--- src/rtl/seg_scan_ctrl.sv ---
// seg_scan_ctrl: time-multiplexed scan controller for a multi-digit seven-segment display.
// Sequences the common anodes, picks the nibble and decimal point for the segment decoder,
// blanks the anodes at the start of every slot, and takes a frame-atomic shadow copy of the
// display inputs.
module seg_scan_ctrl #(
   parameter int unsigned DIGITS    = 8,
   parameter int unsigned DWELL     = 2500,
   parameter int unsigned BLANK_GAP = 25,
   localparam int unsigned SW = (DIGITS > 1) ? $clog2(DIGITS) : 1,
   localparam int unsigned CW = (DWELL > 1) ? $clog2(DWELL) : 1
) (
   input  logic                clk,
   input  logic                rst,
   input  logic [4*DIGITS-1:0] data_in,
   input  logic [DIGITS-1:0]   dp_in,
   input  logic [DIGITS-1:0]   digit_en,
   input  logic                lz_blank,
   output logic [DIGITS-1:0]   an,
   output logic [3:0]          nibble,
   output logic                dp,
   output logic [SW-1:0]       sel,
   output logic                frame_done
);

   localparam logic [CW-1:0] CNT_LAST = CW'(DWELL - 1);
   localparam logic [SW-1:0] SEL_LAST = SW'(DIGITS - 1);

   logic [CW-1:0]       cnt_q, cnt_d;
   logic [SW-1:0]       sel_q, sel_d;
   logic [4*DIGITS-1:0] sh_data_q;
   logic [DIGITS-1:0]   sh_dp_q, sh_en_q;
   logic                sh_lz_q;
   logic                frame_done_q;

   logic                slot_end, frame_end;
   logic                gap_done;
   logic [DIGITS-1:0]   lz;
   logic                upper_zero;
   logic                cur_en, cur_lz;

   // Prescaler and slot index next-state; frame_end marks the shadow reload edge
   always_comb begin
      slot_end  = (cnt_q == CNT_LAST);
      frame_end = slot_end && (sel_q == SEL_LAST);
      cnt_d     = slot_end ? '0 : cnt_q + 1'b1;
      sel_d     = sel_q;
      if (slot_end) begin
         sel_d = frame_end ? '0 : sel_q + 1'b1;
      end
   end

   // Scan counters, shadow registers and frame pulse
   always_ff @(posedge clk or negedge rst) begin
      if (!rst) begin
         cnt_q        <= '0;
         sel_q        <= '0;
         sh_data_q    <= '0;
         sh_dp_q      <= '0;
         sh_en_q      <= '0;
         sh_lz_q      <= 1'b0;
         frame_done_q <= 1'b0;
      end else begin
         cnt_q        <= cnt_d;
         sel_q        <= sel_d;
         frame_done_q <= frame_end;
         if (frame_end) begin
            sh_data_q <= data_in;
            sh_dp_q   <= dp_in;
            sh_en_q   <= digit_en;
            sh_lz_q   <= lz_blank;
         end
      end
   end

   // Anti-ghosting gap: with a zero gap the anode may switch straight to the next digit
   if (BLANK_GAP == 0) begin : g_no_gap
      assign gap_done = 1'b1;
   end else begin : g_gap
      assign gap_done = (cnt_q >= CW'(BLANK_GAP));
   end

   // Leading-zero mask: a digit is suppressed when it and every digit above it is zero
   always_comb begin
      lz         = '0;
      upper_zero = 1'b1;
      for (int i = int'(DIGITS) - 1; i >= 0; i--) begin
         upper_zero = upper_zero && (sh_data_q[4*i +: 4] == 4'h0);
         if (i != 0) begin
            lz[i] = sh_lz_q && upper_zero;
         end
      end
   end

   // Output decode for the current slot; nibble and dp ignore blanking
   always_comb begin
      nibble = 4'h0;
      dp     = 1'b0;
      cur_en = 1'b0;
      cur_lz = 1'b0;
      an     = '1;
      for (int i = 0; i < int'(DIGITS); i++) begin
         if (sel_q == SW'(i)) begin
            nibble = sh_data_q[4*i +: 4];
            dp     = sh_dp_q[i];
            cur_en = sh_en_q[i];
            cur_lz = lz[i];
         end
      end
      if (gap_done && cur_en && !cur_lz) begin
         for (int i = 0; i < int'(DIGITS); i++) begin
            if (sel_q == SW'(i)) begin
               an[i] = 1'b0;
            end
         end
      end
   end

   assign sel        = sel_q;
   assign frame_done = frame_done_q;

endmodule

--- config.mk ---
export PLATFORM = sky130hd
export DESIGN_NAME = seg_scan_ctrl
export DESIGN_NICKNAME = d
export VERILOG_FILES = /design/src/rtl/seg_scan_ctrl.sv
export SDC_FILE = /design/constraint.sdc
export NUM_CORES = 1
export LEC_CHECK = 0
export ABC_AREA = 1
export CAP_MARGIN = 20
export CORE_MARGIN = 2
export CORE_UTILIZATION = 35
export CTS_BUF_LIST = sky130_fd_sc_hd__clkbuf_8
export CTS_CLUSTER_DIAMETER = 30
export CTS_CLUSTER_SIZE = 25
export DETAILED_ROUTE_END_ITERATION = 8
export GPL_ROUTABILITY_DRIVEN = 0
export PLACE_DENSITY_LB_ADDON = 0.3
export SLEW_MARGIN = 10
export SYNTH_ARGS = -nofsm -noshare
export SYNTH_HDL_FRONTEND = slang
export SYNTH_SLANG_ARGS = --single-unit
--- constraint.sdc ---
create_clock -name clk -period 2.8 [get_ports clk]
set_clock_uncertainty 0.1 [all_clocks]
set_input_delay 0.56 -clock clk [delete_from_list [all_inputs] [get_ports clk]]
set_output_delay 0.56 -clock clk [all_outputs]
set_load 0.01 [all_outputs]
# ---- After elaboration in Yosys (flattened, before gate mapping)
# Index checks and enable logic that the tools add are counted.
dict set report op_classes {
  add_sub_neg 2
  order_cmp 1
  n_eq_ne 8
  n_mux 42
  n_reduce_logical 25
}
# cell count
set op_table {}
lappend op_table {{$mux W4} 8}
lappend op_table {{$mux W1} 31}
lappend op_table {{$logic_not A4 Y1} 7}
lappend op_table {{$logic_and A1 B1 Y1} 16}
lappend op_table {{$add A12 B1 Y12 const B} 1}
lappend op_table {{$eq A12 B12 Y1 const B} 1}
lappend op_table {{$eq A3 B3 Y1 const B} 4}
lappend op_table {{$ge A12 B5 Y1 const B} 1}
lappend op_table {{$mux W12} 1}
lappend op_table {{$mux W8} 1}
lappend op_table {{$eq A3 B2 Y1 const B} 2}
lappend op_table {{$add A3 B1 Y3 const B} 1}
lappend op_table {{$eq A3 B1 Y1 const B} 1}
lappend op_table {{$logic_not A3 Y1} 1}
lappend op_table {{$mux W3} 1}
lappend op_table {{$logic_not A1 Y1} 1}
dict set report word_totals {
  register_bits 65
  input_bits 51
  out_inout_bits 17
}

# ---- Logic depth before layout (Yosys ltp)
# Gate-level depths: netlist of the first run.
dict set report logic_depth {
  ltp_word 18
  depth_mapped 16
}

# ---- Worst setup path before layout of the first run
# Ideal clock, no wire load.
dict set report synth_path {
  path_kind {reg2out}
  start {register sel_q[0] (netlist: sel[0])}
  end {output port an[0]}
  arrival_time_ns 1.732
  required_time_ns 2.140
  path_slack_ns 0.408
  path_stages_with_launch 13
  n_path_buf 0
  cell_sequence {dfrtp_1 -> ha_1 -> ha_1 -> inv_1 -> o21ai_1 -> inv_1 -> nand2_1 -> nand2_1 -> nand2_1 -> nand2_1 -> a21oi_1 -> nor2_4 -> nand3_1}
}
dict set report synth_via {
  elab_chain_len 12
}
# item line
set synth_rtl {}
lappend synth_rtl {{start, declared} 29} ;# logic [SW-1:0] sel_q, sel_d;
lappend synth_rtl {{start signal, assigned} 64} ;# sel_q <= sel_d;
lappend synth_rtl {{$logic_not A3 Y1} {102, 111}}
lappend synth_rtl {{$mux W1 (8 in a row)} 102} ;# if (sel_q == SW'(i)) begin
lappend synth_rtl {{$logic_and A1 B1 Y1 (2 in a row)} 109} ;# if (gap_done && cur_en && !cur_lz) begin
lappend synth_rtl {{$mux W8 *} 109}
lappend synth_rtl {{end, declared} 18} ;# output logic [DIGITS-1:0] an,
# Every way passes the cells marked *; elsewhere a longest branch is shown, timed or not.

# ---- Worst setup path after layout of the first run
dict set report layout_path {
  start {register sel_q[1] (netlist: sel[1])}
  end {output port nibble[3]}
}
dict set report layout_via {
  elab_chain_len 9
}
# item line
set layout_rtl {}
lappend layout_rtl {{$logic_not A3 Y1} 102}
lappend layout_rtl {{$mux W4 (7 in a row)} 102}
lappend layout_rtl {{$mux W4 *} 102}
lappend layout_rtl {{end, declared} 19} ;# output logic [3:0] nibble,
# Marks and branches as above.

==> reports/metrics.json, run 1 <==
{
  "run_status": {"value": "complete, but fails checks"},
  "violations_in_the_final_reports": {"value": "setup timing"},
  "tritoncts": {"value": "done"},
  "mappedNetlistNets": {"value": 516},
  "grt.total_usage": {"value": 18.5, "unit": "%"},
  "port_buffers": {"value": 67},
  "relSlewSlack": {"value": 44.9, "unit": "%"},
  "floorplan.die_area": {"value": 10900, "unit": "µm²"},
  "routed-via-count": {"value": 3291},
  "worstMarginPinSlew": {"value": 0.827, "unit": "ns"},
  "drv_cap": {"value": 0},
  "grt_start_max_net_pins": {"value": 66},
  "layout_setup_ws": {"value": -0.0675, "unit": "ns"},
  "synth-compound-area-share": {"value": 4.05, "unit": "%"},
  "required": {"value": 2.14, "unit": "ns"},
  "critPathKind": {"value": "flop to output port"},
  "synth_xor_xnor_area_share": {"value": 1.99, "unit": "%"},
  "detail-route-antenna-nets": {"value": 0},
  "drt-vias-per-instance": {"value": 4.70},
  "cts-htree-levels": {"value": 3},
  "leakage": {"value": 0.00225, "unit": "µW"},
  "global_route_wire_length_before_repair": {"value": 16.2, "unit": "mm"},
  "cts.clk_slew.worst_paths": {"value": 0.08, "unit": "ns"},
  "dp.final_hpwl": {"value": 6.60, "unit": "mm"},
  "tritoncts_num_sinks": {"value": 65},
  "worst_path_fanout_max": {"value": 5},
  "clock_latency": {"value": 0.35, "unit": "ns"},
  "filler_cell_count": {"value": 960},
  "syn_to_final_growth": {"value": 40.4, "unit": "%"},
  "muxShareOfSynthArea": {"value": 0, "unit": "%"},
  "drive_above_1_share": {"value": 23.1, "unit": "%"},
  "grt_antenna_before_repair": {"value": 0},
  "synth_largest_type_area_fraction": {"value": 46.2, "unit": "%"},
  "count_of_unique_library_cells_instantiated_by_yosys": {"value": 28},
  "synth_top_family_by_area": {"value": "simple AND/OR/NAND/NOR gates"},
  "finalCriticalPeriod": {"value": 2.87, "unit": "ns"},
  "drt-initial-drc-count": {"value": 134},
  "setup-tns-final": {"value": -0.252, "unit": "ns"},
  "total_cts_buffers": {"value": 9},
  "drcViolationCount": {"value": 0},
  "grt_pass1_vias": {"value": 3300},
  "hold_buffer_count_at_cts": {"value": 0},
  "final_number_of_setup_violating_endpoints": {"value": 9},
  "yosys.area.top_type": {"value": "sky130_fd_sc_hd__dfrtp_1"},
  "floorplan.die.width": {"value": 104, "unit": "µm"},
  "report.final.hold_viol_count": {"value": 0},
  "final_common_cell": {"value": "sky130_fd_sc_hd__nand2_1"},
  "period_share": {"value": 102, "unit": "%"},
  "chipHeight": {"value": 104, "unit": "µm"},
  "layout.cells.most_common_list": {"value": "sky130_fd_sc_hd__nand2_1, sky130_fd_sc_hd__dfrtp_1, sky130_fd_sc_hd__clkdlybuf4s50_1"},
  "endpoint_kind": {"value": "output port"},
  "report.final.slew_viol_count": {"value": 0},
  "syn_inst": {"value": 456},
  "netlist_top_cells_area": {"value": "sky130_fd_sc_hd__dfrtp_1, sky130_fd_sc_hd__nand2_1, sky130_fd_sc_hd__nand3_1, sky130_fd_sc_hd__inv_1, sky130_fd_sc_hd__buf_6"},
  "synth_simple_gate_area_share": {"value": 36.7, "unit": "%"},
  "drt_wl_total": {"value": 9.55, "unit": "mm"},
  "critical_path_arrival": {"value": 2.21, "unit": "ns"},
  "worstHoldPathType": {"value": "input pin to asynchronous set/reset pin"},
  "rsz0062_at_grt": {"value": "true"},
  "achievable-frequency": {"value": 349, "unit": "MHz"},
  "p_per_area": {"value": 348, "unit": "nW/µm²"},
  "drtPass1Iterations": {"value": 4},
  "synth_seq_cells": {"value": 65},
  "clock-root-buffer": {"value": "sky130_fd_sc_hd__clkbuf_8"},
  "floorplan.rows": {"value": 36},
  "num-nets-final": {"value": 622},
  "routed_wire_length_per_instance": {"value": 13.6, "unit": "µm"},
  "syn_avg_cell_area": {"value": 7.72, "unit": "µm²"},
  "totalPowerFinal": {"value": 1720, "unit": "µW"},
  "initial_utilization": {"value": 36.0, "unit": "%"},
  "core-area": {"value": 9770, "unit": "µm²"},
  "antennaDiodeCount": {"value": 0},
  "global_route.overflow_total": {"value": 0},
  "ios": {"value": 68},
  "netlist_area": {"value": 3520, "unit": "µm²"},
  "ctsLongestPathBuffers": {"value": 2},
  "ys.warnings.count": {"value": 0},
  "setup_crit_start_kind": {"value": "flop"},
  "yosys.area_share.adder": {"value": 3.20, "unit": "%"},
  "synth-seq-area-share": {"value": 46.2, "unit": "%"},
  "ir_worst_vdd": {"value": 0.000275, "unit": "V"}
}
## layer usage
metal  share of wire [%]  track usage (%)  vias up  wire (µm)
met5                   0                0        -          0
met4                 2.0             5.89        0        195
met3                 4.2             5.14       16        400
met2                  49             30.3       86       4680
met1                  45             23.6     1549       4280
li1                    -                -     1640          -
## Yosys cell counts (all sizes together)
library cell,number
nand2,218
nor4,7
clkbuf,1
dfrtp,65
ha,9
nand3b,1
nand3,33
nor3,9
o31ai,1
nor2,27
nand4,1
o21ai,12
o211ai,6
inv,40
xor2,8
a21oi,6
buf,12
## power by group
| part | internal (µW) | total [µW] | switching [µW] |
|---|---|---|---|
| clock network | 318 | 691 | 373 |
| registers | 938 | 938 | 0 |
| logic | 60.6 | 90.0 | 29.4 |
| total | 1320 | 1720 | 403 |
## layout make-up
cell class,count,area (µm²),area share [%]
Multi-Input combinational cell,338,1820,36.8
Tap cell,133,166,3.37
Clock inverter,7,47.5,0.962
Timing Repair Buffer,108,1000,20.3
Clock buffer,9,124,2.51
Sequential cell,65,1630,32.9
Inverter,40,155,3.14
## per-stage QoR
| step | util (%) | instance area, µm² | instances | hold WS, ns | setup slack, ns |
|---|---|---|---|---|---|
| floorplan | - | 3520 | 456 | 0.164 | 0.408 |
| global placement | 45.4 | 4430 | 669 | 0.359 | -0.0509 |
| detailed placement | 45.4 | 4430 | 669 | 0.364 | -0.0986 |
| CTS | 49.0 | 4790 | 695 | 0.314 | -0.0706 |
| global route | 50.6 | 4940 | 700 | 0.358 | -0.203 |
| finish | 50.6 | 4940 | 700 | 0.299 | -0.0675 |
## flip-flops by register name, summed over array words and instances, names as in the netlist
name        cells
sh_data_q      32
frame_done      1
sh_en_q         8
sh_lz_q         1
cnt_q          12
sh_dp_q         8
sel             3
## what timing repair did
item,CTS,global route
pin swaps,6,26
endpoints found under the setup margin,13,13
resized for setup,87,32
setup buffers,9,5
gates cloned,1,0
## worst paths after layout
check | startpoint | to | slack, ns | depth (start not counted)
worst max-delay path | sel[1]$_DFFE_PN0P_ | nibble[3] | -0.07 | 15
worst min-delay path | rst | sh_data_q[9]$_DFFE_PN0P_ | 0.30 | 2
worst max register to register | cnt_q[0]$_DFF_PN0_ | sh_en_q[5]$_DFFE_PN0P_ | 0.56 | 8
worst min register to register | sh_dp_q[4]$_DFFE_PN0P_ | sh_dp_q[4]$_DFFE_PN0P_ | 0.38 | 2
max in group asynchronous | rst | sel[0]$_DFFE_PN0P_ | 1.72 | 2
min in group clk | sh_dp_q[4]$_DFFE_PN0P_ | sh_dp_q[4]$_DFFE_PN0P_ | 0.38 | 2
## worst max-delay path: stages (launching register included)
cell                       delay, ns
sky130_fd_sc_hd__dfrtp_1        0.41
sky130_fd_sc_hd__inv_2          0.09
sky130_fd_sc_hd__buf_6          0.11
sky130_fd_sc_hd__ha_4           0.15
sky130_fd_sc_hd__nand2_4        0.05
sky130_fd_sc_hd__nor2_4         0.17
sky130_fd_sc_hd__buf_6          0.12
sky130_fd_sc_hd__nand2_2        0.04
sky130_fd_sc_hd__nand3_2        0.05
sky130_fd_sc_hd__o21ai_1        0.06
sky130_fd_sc_hd__nand2_1        0.07
sky130_fd_sc_hd__o211ai_1       0.08
sky130_fd_sc_hd__nand2_1        0.11
sky130_fd_sc_hd__nand2_2        0.07
sky130_fd_sc_hd__a21oi_2        0.13
sky130_fd_sc_hd__buf_2          0.14
## kinds of logic after synthesis
group                      count (synthesis)
and+or+nand+nor                          296
DFF                                       65
buffers and inverters                     53
AOI/OAI and AO/OA                         25
adders and majority gates                  9
xor gates and xnor gates                   8
(Power assumes the default switching activity.)
==> inputs of run 2 (changes only) <==
- GPL_TIMING_DRIVEN: default -> 0
==> run 2 against run 1 <==
Net effect:
- the run still ends with setup timing left
- hold slack worse by 0.17 ns
- via count down 3.7%
- clock power up 15%
- global-route usage down 0.46 points
- first-iteration DRC count down 28%
- power up 6.5%
- sequential cell count unchanged
- largest cell class unchanged
==> reports/metrics.json, run 2 (same netlist as run 1, synthesis figures left out) <==
{
  "critical_path.max_stage_delay": {"value": 0.47, "unit": "ns", "change": "+0.06 ns"},
  "worst-path-buf-inv": {"value": 4, "change": "unchanged"},
  "critical_path.most_common_cell": {"value": "sky130_fd_sc_hd__nand2_1"},
  "grt_antenna_before_repair": {"value": 0, "change": "unchanged"},
  "critical_path_arrival": {"value": 2.27, "unit": "ns", "change": "+0.06 ns"},
  "largest_reg_flops": {"value": 32, "change": "unchanged"},
  "run_status": {"value": "complete, but fails checks"},
  "drive_above_1_share": {"value": 21.3, "unit": "%", "change": "-1.8 points"},
  "leakage": {"value": 0.00224, "unit": "µW", "change": "-0.33%"},
  "relSlewSlack": {"value": 63.9, "unit": "%", "change": "+19 points"},
  "syn_to_final_growth": {"value": 42.0, "unit": "%"},
  "critPathKind": {"value": "flop to output port"},
  "drt-initial-drc-count": {"value": 96, "change": "-28%"},
  "placed_area": {"value": 4380, "unit": "µm²", "change": "-1.2%"},
  "global_route_wire_length_before_repair": {"value": 15.8, "unit": "mm", "change": "-2.7%"},
  "tritoncts": {"value": "done"},
  "port_buffers": {"value": 67, "change": "unchanged"},
  "achievable-frequency": {"value": 341, "unit": "MHz", "change": "-2.2%"},
  "p_per_area": {"value": 367, "unit": "nW/µm²", "change": "+5.4%"},
  "report.final.hold_viol_count": {"value": 0, "change": "unchanged"},
  "violations_in_the_final_reports": {"value": "setup timing"},
  "clock-root-buffer": {"value": "sky130_fd_sc_hd__clkbuf_8"},
  "setup_crit_start_kind": {"value": "flop"},
  "final_common_cell": {"value": "sky130_fd_sc_hd__nand2_1"},
  "critical_path.cell_chain": {"value": "buf_12, ha_4, inv_4, nor2_8, nand2_1, nand3_1, nand2_1, nand2_1, nand2_1, nand2_1, a21oi_2, nor2_4, buf_12, nand3_4, buf_6"},
  "most_flops_register": {"value": "sh_data_q"},
  "drtPass1Iterations": {"value": 4, "change": "unchanged"},
  "cts-htree-levels": {"value": 3, "change": "unchanged"},
  "cell_type_of_the_slowest_stage_on_the_worst_timing_path": {"value": "sky130_fd_sc_hd__dfrtp_2"},
  "layout_setup_ws": {"value": -0.131, "unit": "ns", "change": "-0.0636 ns"},
  "endpoint_kind": {"value": "output port"},
  "layout.cells.most_common_list": {"value": "sky130_fd_sc_hd__nand2_1, sky130_fd_sc_hd__dfrtp_1, sky130_fd_sc_hd__clkdlybuf4s50_1"},
  "floorplan.die.width": {"value": 104, "unit": "µm", "change": "unchanged"},
  "required": {"value": 2.14, "unit": "ns", "change": "about the same"},
  "period_share": {"value": 105, "unit": "%", "change": "+2.3 points"},
  "clock_latency": {"value": 0.34, "unit": "ns", "change": "about the same"},
  "num-nets-final": {"value": 611, "change": "-1.8%"},
  "finalCriticalPeriod": {"value": 2.93, "unit": "ns", "change": "+0.0636 ns"},
  "antennaDiodeCount": {"value": 0, "change": "unchanged"},
  "ios": {"value": 68, "change": "unchanged"},
  "dp.final_hpwl": {"value": 6.51, "unit": "mm", "change": "-1.3%"},
  "drv_cap": {"value": 0, "change": "unchanged"},
  "grt_pass1_vias": {"value": 3269, "change": "-0.94%"},
  "worst_path_fanout_max": {"value": 8, "change": "+3"},
  "tritoncts_num_sinks": {"value": 65, "change": "unchanged"},
  "worstHoldPathType": {"value": "input pin to asynchronous set/reset pin"},
  "setup-tns-final": {"value": -1.14, "unit": "ns", "change": "-0.892 ns"},
  "drcViolationCount": {"value": 0, "change": "unchanged"},
  "rsz0062_at_grt": {"value": "true"},
  "report.final.slew_viol_count": {"value": 0, "change": "unchanged"},
  "layout_top_registers": {"value": "sh_data_q: 32 flops, cnt_q: 12 flops"},
  "cts.clk_slew.worst_paths": {"value": 0.07, "unit": "ns", "change": "about the same"},
  "routed-via-count": {"value": 3170, "change": "-3.7%"},
  "floorplan.die_area": {"value": 10900, "unit": "µm²", "change": "unchanged"},
  "global_route.overflow_total": {"value": 0, "change": "unchanged"},
  "final_cell_area": {"value": 5000, "unit": "µm²", "change": "+1.1%"},
  "detail-route-antenna-nets": {"value": 0, "change": "unchanged"},
  "grt_start_max_net_pins": {"value": 66, "change": "unchanged"},
  "drt-vias-per-instance": {"value": 4.61, "change": "-2.0%"},
  "drt_wl_total": {"value": 9.44, "unit": "mm", "change": "-1.2%"},
  "ir_worst_vdd": {"value": 0.000229, "unit": "V", "change": "-17%"},
  "routed_wire_length_per_instance": {"value": 13.7, "unit": "µm", "change": "+0.57%"},
  "critPathTopFamily": {"value": "simple AND/OR/NAND/NOR gates"},
  "floorplan.rows": {"value": 36, "change": "unchanged"},
  "grt.total_usage": {"value": 18.0, "unit": "%", "change": "-0.46 points"},
  "core-area": {"value": 9770, "unit": "µm²", "change": "unchanged"},
  "ctsLongestPathBuffers": {"value": 2, "change": "unchanged"},
  "chipHeight": {"value": 104, "unit": "µm", "change": "unchanged"},
  "hold_buffer_count_at_cts": {"value": 0, "change": "unchanged"},
  "initial_utilization": {"value": 36.0, "unit": "%", "change": "unchanged"},
  "final_number_of_setup_violating_endpoints": {"value": 10, "change": "+1"},
  "worstMarginPinSlew": {"value": 0.537, "unit": "ns", "change": "-0.290 ns"},
  "total_cts_buffers": {"value": 9, "change": "unchanged"}
}
-- run 2: area by class of cell --
type	instances	area [µm²]
fill	949	4780
tap	133	166
multi-input combinational	338	1880
clock buffer	11	151
buffer	13	136
timing repair buffer	84	830
clock inverter	4	43.8
sequential	65	1630
inverter	40	164
-- run 2: worst paths after layout --
check / slack, ns / depth (start not counted) / from / end
max in group asynchronous: 2.19 / 2 / rst / sel[1]$_DFFE_PN0P_
min in group clk: 0.38 / 2 / sh_dp_q[0]$_DFFE_PN0P_ / sh_dp_q[0]$_DFFE_PN0P_
min: 0.12 / 2 / rst / sh_data_q[21]$_DFFE_PN0P_
max reg2reg: 0.85 / 9 / cnt_q[0]$_DFF_PN0_ / sh_data_q[20]$_DFFE_PN0P_
min reg2reg: 0.38 / 2 / sh_dp_q[0]$_DFFE_PN0P_ / sh_dp_q[0]$_DFFE_PN0P_
max: -0.13 / 15 / sel[0]$_DFFE_PN0P_ / an[4]
-- run 2: what timing repair did --
item                                    CTS  global route
pin swaps                                22            25
setup buffers                            11             5
endpoints found under the setup margin   13            13
resized for setup                        98            27
hold endpoints to repair                  0             0
-- run 2: through the flow --
step,setup WS (ns),instances,util (%),hold WS (ns),total power [µW]
3_5_place_dp,-0.384,657,44.8,0.363,1050
4_1_cts,-0.0850,683,49.5,0.116,1860
2_1_floorplan,0.408,456,-,0.164,957
5_1_grt,-0.246,688,51.1,0.135,1900
3_3_place_gp,-1.07,656,44.6,0.356,1050
6_report,-0.131,688,51.1,0.125,1830
-- run 2: power breakdown --
group / leakage, µW / switching [µW] / internal (µW)
clock: 0.000106 / 349 / 449
combinational: 0.00150 / 31.6 / 64.2
sequential: 0.000634 / 0 / 939
total: 0.00224 / 381 / 1450
-- run 2: metal layers --
layer	routed length [µm]	up-vias	GRT usage, %
li1	-	1619	-
met4	114	0	5.41
met1	4400	1468	23.2
met3	412	10	5.08
met2	4510	73	29.5
met5	0	-	0
